==> config.mk <==
export PLATFORM = sky130hd
export DESIGN_NAME = divider_param_flat
export DESIGN_NICKNAME = d
export VERILOG_FILES = /design/src/rtl/divider_pkg.sv /design/src/rtl/divider_param_if.sv /design/src/rtl/divider_chan.sv /design/src/rtl/divider_param.sv /design/src/flat_wrapper.sv
export SDC_FILE = /design/constraint.sdc
export NUM_CORES = 1
export LEC_CHECK = 0
export BUFFER_PORTS_ARGS = -buffer_cell sky130_fd_sc_hd__buf_2
export CORE_ASPECT_RATIO = 1.25
export CORE_UTILIZATION = 45
export DETAILED_ROUTE_END_ITERATION = 8
export SETUP_SLACK_MARGIN = 0.1
export SYNTH_ARGS = -nofsm -noshare
export SYNTH_HDL_FRONTEND = slang
export SYNTH_SLANG_ARGS = --single-unit
==> constraint.sdc <==
create_clock -name sys_clk -period 4.1 [get_ports sys_clk]
set_input_delay 0.82 -clock sys_clk [delete_from_list [all_inputs] [get_ports sys_clk]]
set_output_delay 0.82 -clock sys_clk [all_outputs]
set_load 0.01 [all_outputs]
==> src/rtl/divider_pkg.sv <==
// Shared constants and types for the programmable clock-enable divider.
package divider_pkg;
  localparam int WIDTH_DEF       = 8;
  localparam int DEFAULT_DIV_DEF = 6;
  localparam int MIN_DIV         = 2;

  typedef logic [WIDTH_DEF-1:0] div_t;

  function automatic int ch_w(input int n);
    return (n > 1) ? $clog2(n) : 1;
  endfunction
endpackage

==> src/rtl/divider_param_if.sv <==
// Ratio configuration channel: request from control logic, ready/error back.
interface divider_param_if
  import divider_pkg::*;
#(
  parameter int NUM_CH = 2,
  parameter int WIDTH  = WIDTH_DEF
);
  localparam int CH_W = ch_w(NUM_CH);

  logic             cfg_valid;
  logic [CH_W-1:0]  cfg_ch;
  logic [WIDTH-1:0] cfg_div;
  logic             cfg_ready;
  logic             cfg_err;

  modport master (output cfg_valid, cfg_ch, cfg_div, input cfg_ready, cfg_err);
  modport slave  (input cfg_valid, cfg_ch, cfg_div, output cfg_ready, cfg_err);
endinterface

==> src/rtl/divider_chan.sv <==
// One divider channel: counter, active/pending ratio, registered flag and level outputs.
module divider_chan
  import divider_pkg::*;
#(
  parameter int WIDTH       = WIDTH_DEF,
  parameter int DEFAULT_DIV = DEFAULT_DIV_DEF
) (
  input  logic             i_clk,
  input  logic             i_rst,
  input  logic             i_en,
  input  logic             i_ld,
  input  logic [WIDTH-1:0] i_ld_val,
  output logic             o_pend_vld,
  output logic             o_clk_flag,
  output logic             o_clk_out
);
  localparam logic [WIDTH-1:0] ONE = WIDTH'(1);

  logic [WIDTH-1:0] r_cnt, r_ratio, r_pend;
  logic             r_pend_vld, r_flag, r_out;
  logic             w_wrap, w_apply;
  logic [WIDTH-1:0] w_cnt_nxt, w_ratio_nxt;

  // A pending ratio only lands on a period boundary, or at once while idle.
  always_comb begin
    w_wrap      = i_en && (r_cnt == r_ratio - ONE);
    w_apply     = r_pend_vld && (w_wrap || !i_en);
    w_cnt_nxt   = (!i_en || w_wrap) ? '0 : r_cnt + ONE;
    w_ratio_nxt = w_apply ? r_pend : r_ratio;
  end

  always_ff @(posedge i_clk) begin
    if (i_rst) begin
      r_cnt      <= '0;
      r_ratio    <= WIDTH'(DEFAULT_DIV);
      r_pend     <= '0;
      r_pend_vld <= 1'b0;
      r_flag     <= 1'b0;
      r_out      <= 1'b0;
    end else begin
      r_cnt   <= w_cnt_nxt;
      r_ratio <= w_ratio_nxt;
      if (w_apply) begin
        r_pend_vld <= 1'b0;
      end else if (i_ld) begin
        r_pend     <= i_ld_val;
        r_pend_vld <= 1'b1;
      end
      // Decode from next-state values so outputs line up with the counter.
      r_flag <= i_en && (w_cnt_nxt == w_ratio_nxt - ONE);
      r_out  <= i_en && (w_cnt_nxt < (w_ratio_nxt >> 1));
    end
  end

  assign o_pend_vld = r_pend_vld;
  assign o_clk_flag = r_flag;
  assign o_clk_out  = r_out;
endmodule

==> src/rtl/divider_param.sv <==
// Multi-channel runtime-programmable clock-enable generator with config decode.
module divider_param
  import divider_pkg::*;
#(
  parameter int NUM_CH      = 2,
  parameter int WIDTH       = WIDTH_DEF,
  parameter int DEFAULT_DIV = DEFAULT_DIV_DEF
) (
  input  logic              sys_clk,
  input  logic              sys_rst,
  input  logic [NUM_CH-1:0] en,
  divider_param_if.slave    cfg,
  output logic [NUM_CH-1:0] clk_flag,
  output logic [NUM_CH-1:0] clk_out
);
  localparam int CH_W = ch_w(NUM_CH);

  logic [NUM_CH-1:0] w_sel, w_pend, w_ld;
  logic              w_ready, w_acc, w_legal;
  logic              r_err;

  // An out-of-range channel selects nothing, so it reads as ready and is flagged illegal.
  assign w_ready = ~|(w_sel & w_pend);
  assign w_acc   = cfg.cfg_valid && w_ready;
  assign w_legal = (|w_sel) && (cfg.cfg_div >= WIDTH'(MIN_DIV));

  for (genvar g = 0; g < NUM_CH; g++) begin : g_ch
    assign w_sel[g] = (cfg.cfg_ch == CH_W'(g));
    assign w_ld[g]  = w_acc && w_legal && w_sel[g];

    divider_chan #(.WIDTH(WIDTH), .DEFAULT_DIV(DEFAULT_DIV)) u_chan (
      .i_clk      (sys_clk),
      .i_rst      (sys_rst),
      .i_en       (en[g]),
      .i_ld       (w_ld[g]),
      .i_ld_val   (cfg.cfg_div),
      .o_pend_vld (w_pend[g]),
      .o_clk_flag (clk_flag[g]),
      .o_clk_out  (clk_out[g])
    );
  end

  always_ff @(posedge sys_clk) begin
    if (sys_rst) r_err <= 1'b0;
    else         r_err <= w_acc && !w_legal;
  end

  assign cfg.cfg_ready = w_ready;
  assign cfg.cfg_err   = r_err;
endmodule
==> src/flat_wrapper.sv <==
// flat-port wrapper written by rule: the top's interface ports become plain ports
module divider_param_flat import divider_pkg::*;
#(
  parameter int NUM_CH      = 2,
  parameter int WIDTH       = WIDTH_DEF,
  parameter int DEFAULT_DIV = DEFAULT_DIV_DEF
)
  (sys_clk, sys_rst, en, clk_flag, clk_out, cfg_cfg_valid, cfg_cfg_ch, cfg_cfg_div, cfg_cfg_ready, cfg_cfg_err);
  divider_param_if #(.NUM_CH(NUM_CH), .WIDTH(WIDTH)) cfg_i ();
  input  logic sys_clk;
  input  logic sys_rst;
  input  logic [NUM_CH-1:0] en;
  output logic [NUM_CH-1:0] clk_flag;
  output logic [NUM_CH-1:0] clk_out;
  input wire logic [$bits(cfg_i.cfg_valid)-1:0] cfg_cfg_valid;
  input wire logic [$bits(cfg_i.cfg_ch)-1:0] cfg_cfg_ch;
  input wire logic [$bits(cfg_i.cfg_div)-1:0] cfg_cfg_div;
  output wire logic [$bits(cfg_i.cfg_ready)-1:0] cfg_cfg_ready;
  output wire logic [$bits(cfg_i.cfg_err)-1:0] cfg_cfg_err;
  assign cfg_i.cfg_valid = cfg_cfg_valid;
  assign cfg_i.cfg_ch = cfg_cfg_ch;
  assign cfg_i.cfg_div = cfg_cfg_div;
  assign cfg_cfg_ready = cfg_i.cfg_ready;
  assign cfg_cfg_err = cfg_i.cfg_err;
  divider_param #(.NUM_CH(NUM_CH), .WIDTH(WIDTH), .DEFAULT_DIV(DEFAULT_DIV)) u_core (.sys_clk(sys_clk), .sys_rst(sys_rst), .en(en), .cfg(cfg_i), .clk_flag(clk_flag), .clk_out(clk_out));
endmodule
==> out/metrics.cfg <==
[worst_setup_path]
critPathMaxFanout=8
worst-setup-path-type=register to register
arrival_ns=3.96
endpoint_kind=register
start_kind=register
critPathRequiredTime_ns=4.29

[detailed_routing]
ant_nets=0
via_per_inst=5.73
drt-initial-drc-count=89
route.detailed.drc=0
routedWlPerCell_um=16.5
first_pass_iters=4
wl_um=8900
num_vias=3082

[timing]
tns_ns=0
max_slew.worst_pin.slew_ns=0.619
slew_headroom_pct=58.6
min_period_ns=3.77
min_period_over_period_pct=92.0
drv_slew=0
layout_setup_ws_ns=0.327
max_freq_mhz=265
skew_ns=0.0120
setup_viol=0
grt_setup_unrepaired=false
hold_violations=0

[clocking]
cts_tree=done
root_buffer=clkbuf_8
clk_latency_ns=0.31
cts_buffer_depth=2
cts_hold_buf=0
clk_pin_slew_ns=0.11
cts_inserted_buffers=5
clock_sinks=55
cts.htree.levels=2

[finish]
final_cell_area_um2=4040
multi_input_comb_area_um2=2480
final_nets=475
fillers=773
synthToLayoutAreaGrowth_pct=7.24
antenna_cells=0
seqCellArea_um2=1100
drive_gt1_share_pct=12.4
fin_util_pct=50.6

[logic_synthesis]
synth_nets=468
yosysMostFrequentCell=nor2_1
yosysTopAreaCellShare_pct=29.2
synth.yosys.seq_area_share_pct=29.2
synth_edf_count=0
yosysUniqueCellTypes=61
synth_commonest_cells=nor2_1 (61), dfxtp_1 (55), mux2i_1 (44)
syn_inst=436
ys_async_sr_fraction_pct=0
ys_warn_count=0
synth.avg_cell_area_um2=8.64
synth.cell_area_um2=3760
synthTopCellsByArea=dfxtp_1 (29%), mux2i_1 (12%), nor2_1 (6.1%), ha_1 (6.0%), xor2_1 (5.1%)
synth_seq_cells=55
synth_top_area_cell=dfxtp_1
synthFlopType=dfxtp_1

[global_routing]
grt_start_max_net_pins=24
antenna_found_initial=0
grt_use_total_pct=20.8
overflow=0
grt_pass1_vias=3114
grt_pass1_wl_um=14800

[pwr]
p_leak_nw=1.79
ir_drop_uv=124
totalPowerFinal_mw=1.16
power.density_nw_per_um2=287

[placement]
placed_cell_area_um2=3930
port_buffers=19
gp_congestion=0.831
dp_slack_ns=0.335
post-dp-hpwl_um=7030

[floorplan]
die-area_um2=8740
core_area_um2=7970
pin_count=20
initial_core_util_pct=47.2
die_w_um=83.8
die_y_um=104
fp-row-count=36

[hold_path]
hp-class=register to register

[run]
drv_cap=0

[outcome]
status=completed

[layer usage]
layer,vias up,share of wire [%],global-route usage [%]
met2,41,55,41.3
met3,12,1.5,1.98
met4,0,1.3,5.30
li1,1559,-,-
met1,1470,42,23.1
met5,-,0,0
[layout make-up]
class	count	area share (%)
tap	95	2.94
sequential	55	27.3
inverter	15	1.39
timing repair buffer	30	4.40
clock buffer	5	1.70
multi-input combinational	336	61.4
clock inverter	2	0.930
[worst max-delay path, cell delays in order (launching register included)]
cell,delay [ns]
dfxtp_1,0.36
or4_4,0.58
or4_4,0.46
o2111ai_4,0.29
o2111ai_4,0.25
mux2i_2,0.34
ha_1,0.30
nor4bb_1,0.30
a31oi_1,0.08
xnor2_1,0.17
nand3_1,0.13
a2111oi_2,0.38
[where the power goes]
group          total (mW)  internal (mW)  switching, mW
clock network       0.360          0.179          0.181
registers           0.578          0.552         0.0255
logic               0.220         0.0958          0.124
total                1.16          0.827          0.330
[kinds of logic (layout without fill, tap and decap cells)]
family	after synthesis	after routing	synth area share [%]
compound gates	67	67	15.5
xor+xnor	44	44	11.0
fa+ha+maj	18	18	5.98
buf+inv	45	52	5.22
flops	55	55	29.2
mux	46	46	12.5
simple gates	161	161	20.6
[flip-flops by register name, indices dropped and copies added, names as in the netlist]
name and cells:
u_core.g_ch.u_chan.o_pend_vld 2, u_core.g_ch.u_chan.r_pend 16, u_core.cfg.cfg_err 1, u_core.g_ch.u_chan.r_cnt 16, u_core.g_ch.u_chan.o_clk_out 2, u_core.g_ch.u_chan.r_ratio 16, u_core.g_ch.u_chan.o_clk_flag 2
[layout by cell type, fill, tap and decap left out, types with 5 or more instances in the layout]
cell,count
ha_1,18
mux2i_1,43
nor3_1,19
buf_4,11
dfxtp_1,55
o21ai_0,5
xor2_1,22
a21oi_1,8
nand3_1,10
inv_1,15
buf_2,19
a21o_1,7
a31oi_1,5
nor2_1,61
clkbuf_8,5
nor4_1,6
xnor2_1,20
nand2_1,32
[timing repair]
| item | in CTS | in global routing |
|---|---|---|
| endpoints found under the setup margin | 0 | 2 |
| setup buffers | 0 | 0 |
| resized for setup | 0 | 1 |
[worst paths after layout]
check                                                from                                           end  slack, ns  cells after the start
max           u_core.g_ch[1].u_chan.r_ratio[1]$_SDFF_PP1_   u_core.g_ch[1].u_chan.o_clk_flag$_SDFF_PP0_       0.33                     11
min          u_core.g_ch[1].u_chan.r_pend[6]$_SDFFE_PP0P_  u_core.g_ch[1].u_chan.r_pend[6]$_SDFFE_PP0P_       0.53                      2
max reg2reg   u_core.g_ch[1].u_chan.r_ratio[1]$_SDFF_PP1_   u_core.g_ch[1].u_chan.o_clk_flag$_SDFF_PP0_       0.33                     11
min reg2reg  u_core.g_ch[1].u_chan.r_pend[6]$_SDFFE_PP0P_  u_core.g_ch[1].u_chan.r_pend[6]$_SDFFE_PP0P_       0.53                      2
[metrics by stage]
stage / hold WS (ns) / std cells
6_report: 0.530 / 538
5_1_grt: 0.579 / 538
4_1_cts: 0.529 / 538
3_5_place_dp: 0.503 / 531
3_3_place_gp: 0.478 / 531
2_1_floorplan: 0.463 / 436
Note: power is estimated with default switching activity, not from simulation.
